===== src/rtl/sma_rr_sched.sv =====
// Round-robin scheduler sharing one 4-tap moving-average datapath among four
// requester channels, with per-channel history and running-sum accumulators.
module sma_rr_sched #(
  parameter int NCH = 4,
  parameter int DW  = 16
) (
  input  logic              clk,
  input  logic              rst,
  input  logic [NCH-1:0]    in_valid,
  input  logic [NCH*DW-1:0] in_data,
  output logic [NCH-1:0]    in_ready,
  input  logic              flush,
  output logic              out_valid,
  output logic [DW-1:0]     out_data,
  output logic [1:0]        out_ch,
  input  logic              out_ready
);

  localparam int AW = DW + 2;

  typedef enum logic [1:0] {
    IDLE = 2'd0,
    CALC = 2'd1,
    OUT  = 2'd2
  } state_t;

  state_t               state_q, state_d;
  logic [1:0]           rr_q, rr_d;
  logic [1:0]           ch_q, ch_d;
  logic signed [DW-1:0] x_q, x_d;
  logic [DW-1:0]        out_data_q, out_data_d;

  logic signed [DW-1:0] hist_q [NCH][4];
  logic signed [AW-1:0] acc_q  [NCH];

  logic [NCH-1:0]       grant_s;
  logic [1:0]           gnt_idx_s;
  logic [1:0]           scan_idx_s;
  logic                 found_s;
  logic signed [DW-1:0] x_sel_s;
  logic signed [AW-1:0] acc_new_s;

  // Round-robin search for the first valid channel starting at rr_q.
  always_comb begin
    grant_s    = '0;
    gnt_idx_s  = rr_q;
    scan_idx_s = rr_q;
    found_s    = 1'b0;
    for (int k = 0; k < NCH; k++) begin
      scan_idx_s = rr_q + k[1:0];
      if (!found_s && in_valid[scan_idx_s]) begin
        found_s             = 1'b1;
        grant_s[scan_idx_s] = 1'b1;
        gnt_idx_s           = scan_idx_s;
      end else begin
        found_s = found_s;
      end
    end
  end

  // Sample lane of the granted channel.
  always_comb begin
    x_sel_s = '0;
    for (int k = 0; k < NCH; k++) begin
      if (gnt_idx_s == k[1:0]) begin
        x_sel_s = in_data[k*DW +: DW];
      end else begin
        x_sel_s = x_sel_s;
      end
    end
  end

  // Running sum: drop the oldest tap, add the new sample (18-bit wrap).
  always_comb begin
    acc_new_s = acc_q[ch_q]
              - {{2{hist_q[ch_q][3][DW-1]}}, hist_q[ch_q][3]}
              + {{2{x_q[DW-1]}}, x_q};
  end

  // Grants are withheld during reset so the interface is quiet asynchronously.
  assign in_ready  = (rst && (state_q == IDLE) && !flush) ? grant_s : '0;
  assign out_valid = (state_q == OUT);
  assign out_data  = out_data_q;
  assign out_ch    = ch_q;

  // Next-state and transaction-capture logic.
  always_comb begin
    state_d    = state_q;
    rr_d       = rr_q;
    ch_d       = ch_q;
    x_d        = x_q;
    out_data_d = out_data_q;
    case (state_q)
      IDLE: begin
        if (|in_ready) begin
          ch_d    = gnt_idx_s;
          x_d     = x_sel_s;
          state_d = CALC;
        end else begin
          state_d = IDLE;
        end
      end
      CALC: begin
        out_data_d = acc_new_s[DW+1:2];
        state_d    = OUT;
      end
      OUT: begin
        if (out_ready) begin
          state_d = IDLE;
          rr_d    = ch_q + 2'd1;
        end else begin
          state_d = OUT;
        end
      end
      default: begin
        state_d = IDLE;
      end
    endcase
  end

  // Control and output registers; untouched by flush.
  always_ff @(posedge clk or negedge rst) begin
    if (!rst) begin
      state_q    <= IDLE;
      rr_q       <= 2'd0;
      ch_q       <= 2'd0;
      x_q        <= '0;
      out_data_q <= '0;
    end else begin
      state_q    <= state_d;
      rr_q       <= rr_d;
      ch_q       <= ch_d;
      x_q        <= x_d;
      out_data_q <= out_data_d;
    end
  end

  // Per-channel history and accumulators; flush beats a same-edge update.
  always_ff @(posedge clk or negedge rst) begin
    if (!rst) begin
      for (int c = 0; c < NCH; c++) begin
        acc_q[c] <= '0;
        for (int t = 0; t < 4; t++) hist_q[c][t] <= '0;
      end
    end else if (flush) begin
      for (int c = 0; c < NCH; c++) begin
        acc_q[c] <= '0;
        for (int t = 0; t < 4; t++) hist_q[c][t] <= '0;
      end
    end else if (state_q == CALC) begin
      for (int c = 0; c < NCH; c++) begin
        if (ch_q == c[1:0]) begin
          acc_q[c]     <= acc_new_s;
          hist_q[c][3] <= hist_q[c][2];
          hist_q[c][2] <= hist_q[c][1];
          hist_q[c][1] <= hist_q[c][0];
          hist_q[c][0] <= x_q;
        end else begin
          acc_q[c] <= acc_q[c];
        end
      end
    end else begin
      acc_q <= acc_q;
    end
  end

endmodule


===== config.mk =====
export PLATFORM = sky130hd
export DESIGN_NAME = sma_rr_sched
export DESIGN_NICKNAME = d
export VERILOG_FILES = /design/src/rtl/sma_rr_sched.sv
export SDC_FILE = /design/constraint.sdc
export NUM_CORES = 1
export LEC_CHECK = 0
export BUFFER_PORTS_ARGS = -buffer_cell sky130_fd_sc_hd__buf_2
export CAP_MARGIN = 20
export CORE_MARGIN = 4
export CORE_UTILIZATION = 55
export DETAILED_ROUTE_END_ITERATION = 12
export HOLD_SLACK_MARGIN = 0.05
export PLACE_DENSITY_LB_ADDON = 0.05
export SYNTH_ARGS = -nofsm -noshare
export SYNTH_HDL_FRONTEND = slang
export SYNTH_SLANG_ARGS = --single-unit

===== constraint.sdc =====
create_clock -name clk -period 11.4 [get_ports clk]
set_input_delay 2.28 -clock clk [delete_from_list [all_inputs] [get_ports clk]]
set_output_delay 2.28 -clock clk [all_outputs]
set_load 0.005 [all_outputs]

## Yosys cells after proc, flatten, opt, wreduce, memory -nomap -nowiden

Index checks and enable logic that the tools add are counted.

| cells by class | value |
|---|---|
| $add $sub $neg | 6 |
| order comparisons | 9 |
| equality and inequality tests | 8 |
| multiplexer cells | 52 |
| bitwise logic cells | 4 |
| reduce and logical (&&, ||, !) cells | 28 |

Operators by type and width:

| cell | count |
|---|---|
| $mux 256 | 2 |
| $mux 64 | 4 |
| $mux 72 | 2 |
| $bmux 64 s2 | 1 |
| $mux 18 | 6 |
| $mux 16 | 6 |
| $bmux 18 s2 | 1 |
| $mux 4 | 5 |
| $add 18x18->18 | 1 |
| $sub 18x18->18 | 1 |
| $lt 2x3->1 const B | 4 |
| $mux 1 | 12 |
| $or 4x4->4 | 3 |
| $reduce_and 2->1 | 6 |
| $eq 2x2->1 const B | 5 |
| $reduce_bool 2->1 | 5 |
| $logic_and 1x1->1 | 9 |
| $bmux 1 s2 | 4 |
| $demux 1 s2 | 4 |
| $ge 2x1->1 const B | 4 |
| $mux 2 | 4 |
| $eq 2x1->1 const B | 3 |
| $logic_not 2->1 | 3 |
| $pmux 2 s3 | 1 |
| other kinds (6) | 11 |

| storage, ports and cells | value |
|---|---|
| flip-flop bits (word level) | 366 |
| bits of input ports | 72 |
| output and inout port bits | 23 |

## Depth between registers and ports, before layout

| logic depth | value |
|---|---|
| depth after elaboration | 17 |
| mapped depth | 15 |

## Least setup slack after synthesis

Ideal clock, no wire load.

| timing | value |
|---|---|
| kind | input -> output |
| start | input in_valid[2] |
| end | output in_ready[0] |
| data arrival time | 3673 ps |
| required time | 9120 ps |
| slack | 5447 ps |
| stages | 5 |
| path buffers | 0 |
| path through | mux4_2 -> a211oi_1 -> a221o_2 -> o21ai_0 -> a21oi_1 |

| on the way | value |
|---|---|
| cells in the longest elaborated chain, start to end | 13 |

Ends and longest elaborated chain:

| what | RTL line | RTL |
|---|---|---|
| from (decl) | 9 | `input logic [NCH-1:0] in_valid,` |
| $bmux 1 s2 | 51 | `if (!found_s && in_valid[scan_idx_s]) begin` |
| $mux 1 (implied by the code) | 51 |  |
| $mux 1 | 51 |  |
| $logic_not 1->1 | 51 |  |
| $logic_and 1x1->1 | 51 |  |
| $mux 1 | 51 |  |
| $logic_not 1->1 | 51 |  |
| $logic_and 1x1->1 | 51 |  |
| $mux 1 | 51 |  |
| $logic_not 1->1 | 51 |  |
| $logic_and 1x1->1 | 51 |  |
| $mux 4 * | 51 |  |
| $mux 4 * | 81 | `assign in_ready = (rst && (state_q == IDLE) && !flush) ? grant_s : '0;` |
| to (decl) | 11 | `output logic [NCH-1:0] in_ready,` |

Mark *: on every way between the ends. The rest lies on a longest branch, timed or not. The select of a mux whose other input is x is not followed.

## Worst setup path in the final report

| timing | value |
|---|---|
| start | input in_valid[0] |
| end | output in_ready[2] |

The elaborated chain is that of the path after synthesis.

==> results.sh <==
export IMPL_run_status="complete, no violations"
export IMPL_clock_sinks=366
export IMPL_cpMostUsedCell="buf_2"
export IMPL_first_iter_violations=1028
export IMPL_synth_top_cells_by_count="nand2_1, dfrtp_1, a21oi_1"
export IMPL_p_total_w=0.004683
export IMPL_firstDrtPassIters=5
export IMPL_setup_viol=0
export IMPL_skew_ns=0.01079
export IMPL_core_area_um2=30830
export IMPL_async_reset_ff_frac=1.000
export IMPL_min_period_ns=6.488
export IMPL_maxSlewHeadroom=0.2825
export IMPL_synth_edf_count=0
export IMPL_vias=12853
export IMPL_synth_top_cell_by_area="dfrtp_1"
export IMPL_grt_antenna_before_repair=1
export IMPL_final_period_utilization=0.5692
export IMPL_worst_pin_slew_ns=1.076
export IMPL_post_cts_buffers=0
export IMPL_finalWeightedCongestion=0.8399
export IMPL_port_buffers=94
export IMPL_path_clk_slew_ns=0.06
export IMPL_arrival_ns=4.21
export IMPL_min_path_type="flip-flop to flip-flop"
export IMPL_drcViolationCount=0
export IMPL_clock_insertion_delay_worst_skew_ns=0.54
export IMPL_hold_violations=0
export IMPL_path_buf_inv=2
export IMPL_drive_above_1_share=0.1386
export IMPL_diodes=0
export IMPL_p_leak_nw=8.394
export IMPL_hpwlAfterDp_mm=23.60
export IMPL_yosysMostFrequentCell="nand2_1"
export IMPL_h_tree_depth=2
export IMPL_cts_hold_buf=0
export IMPL_dieArea_um2=34460
export IMPL_pwr_density_cell_nw_per_um2=242.1
export IMPL_crit_path_start_kind="primary input"
export IMPL_crit_type="primary input to output pin"
export IMPL_initial_core_util=0.5629
export IMPL_post_drt_wl_per_cell_um=17.86
export IMPL_first_global_vias=12529
export IMPL_totalNegativeSetupSlack_ns=0
export IMPL_grt_max_degree=157
export IMPL_synthFlopType="dfrtp_1"
export IMPL_nets=1960
export IMPL_irDropWorstVdd_mv=0.1636
export IMPL_maxCapViolCount=0
export IMPL_slowest_stage="mux4_2"
export IMPL_crit_path_end_kind="output pin"
export IMPL_grt_total_usage=0.2412
export IMPL_synthTopCellsByArea="dfrtp_1, nand2_1, a21oi_1, mux4_2, clkbuf_1"
export IMPL_netlist_instances=1815
export IMPL_cp_cell_sequence="buf_2 -> mux4_2 -> a211oi_1 -> a22o_2 -> nand2_1 -> a21oi_1 -> buf_2"
export IMPL_fp_dieW_um=185.6
export IMPL_grtUsageMet1=0.3745
export IMPL_post_route_util=0.6274
export IMPL_grt_pass1_wl_mm=67.21
export IMPL_cts_resized=0
export IMPL_synth_seq_cells=366
export IMPL_worst_ep_required_time_ns=9.12
export IMPL_avgSynthCellArea_um2=9.561
export IMPL_cp_max_fo=9
export IMPL_num_rows=64
export IMPL_rsz0062_at_grt="false"
export IMPL_gr_total_overflow=0
export IMPL_synthToLayoutAreaGrowth_pct=11.46
export IMPL_synthDistinctLibCells=62
export IMPL_clk_path_buf_depth=3
export IMPL_synth_top_area_frac=0.5278
export IMPL_synth_seq_area_share=0.5278
export IMPL_busiest_layer="met1"
export IMPL_avgViaCountPerCell=5.675
export IMPL_fmax_mhz=154.1
export IMPL_drv_slew=0
export IMPL_max_stage_delay_ns=0.60
export IMPL_use_met2=0.3729
export IMPL_use_met3=0.03088
export IMPL_wl_mm=40.46
export IMPL_die_y_um=185.6
export IMPL_cts_tree="built"
export IMPL_ios=95
export IMPL_fillCellCount=2621
export IMPL_mappedNetlistNets=1934
export IMPL_crit_family="compound AO/OA/AOI/OAI gates"
export IMPL_antenna_left=0
export IMPL_yosys_warnings=0
export IMPL_numCtsBuffers=40
export IMPL_root_buffer="clkbuf_16"
export IMPL_syn_area_um2=17350
[layout make-up]
class                   count  area (um^2)  area share
clock buffers              53         1120     0.05790
clock inverters            17        219.0     0.01132
inverters                  62        232.7     0.01203
multi-input cells        1262         7477      0.3866
flip-flops and latches    366         9161      0.4737
well taps                 396        495.5     0.02562
repair buffers            109        635.6     0.03286
[final timing paths]
check                            start  slack, ns           to  cells past startpoint
max reg2reg                  out_ch[0]       6.30    acc_q[16]                     12
min in group asynchronous          rst       1.71  out_data[1]                      1
min reg2reg                out_data[7]       0.47  out_data[7]                      2
min                        out_data[7]       0.47  out_data[7]                      2
max                        in_valid[0]       4.91  in_ready[2]                      7
max in group asynchronous          rst       8.36  hist_q[121]                      2
[cells by family (layout without fill, tap and decap cells)]
kind of cell	Yosys count	after routing	synth area share
AND/OR/NAND/NOR	710	710	0.1655
AO/OA/AOI/OAI	416	416	0.1295
flip-flops	366	366	0.5278
buffers and inverters	187	241	0.04305
multiplexers	73	73	0.08378
adder cells (fa/ha/maj)	47	47	0.04124
XOR/XNOR	16	16	0.009157
[per-layer routing]
layer	share of wire	vias to the layer above
met2	0.45	340
met4	0.015	0
met5	0	-
li1	-	6115
met3	0.053	48
met1	0.48	6350
[cell usage in the layout, fill, tap and decap left out, types with 4 or more instances in the layout]
cell type	Yosys	final
nand2_1	628	624
dfrtp_1	366	364
a21oi_1	315	315
buf_2	1	92
inv_1	62	62
o21ai_0	54	54
mux4_2	44	44
clkbuf_16	0	40
ha_1	30	30
nand3b_1	29	29
fa_1	17	17
nor2_1	15	15
buf_4	1	13
mux2_2	11	11
a211oi_1	11	11
xnor2_1	10	10
mux2_4	9	9
clkinv_2	0	9
nand2b_1	8	8
nand3_1	7	7
mux4_1	7	7
clkbuf_8	0	7
a21o_1	6	6
clkbuf_1	105	6
xor2_1	5	5
and2_2	0	4
bufinv_16	0	4
[worst min-delay path, cell delays in order, from the launching register on]
cell	delay (ns)
dfrtp_1	0.34
nand2_1	0.05
nand2_1	0.05
[registers in the layout, summed over array words and instances (netlist names)]
name      flops
hist_q      256
acc_q        72
out_data     16
x_q          16
out_ch        2
rr_q          2
state_q       2
[stage by stage]
stage                     hold WS [ns]  std cells  area [um^2]  worst slack, ns
after floorplan                 0.4699       1815        17350            5.447
after global placement          0.4555       2194        17970            5.080
after detailed placement        0.4586       2194        17970            4.957
after CTS                       0.4736       2264        19310            4.952
after global routing            0.4951       2265        19340            4.832
final                           0.4694       2265        19340            4.912
[power breakdown]
group / leakage (nW) / switching, W / internal (W) / total, W
clock network: 0.667 / 0.000525 / 0.000786 / 0.00131
logic: 2.68 / 0.00110 / 0.000674 / 0.00177
registers: 5.04 / 0.000181 / 0.00142 / 0.00160
No activity file was read; power rests on OpenSTA's default activity.
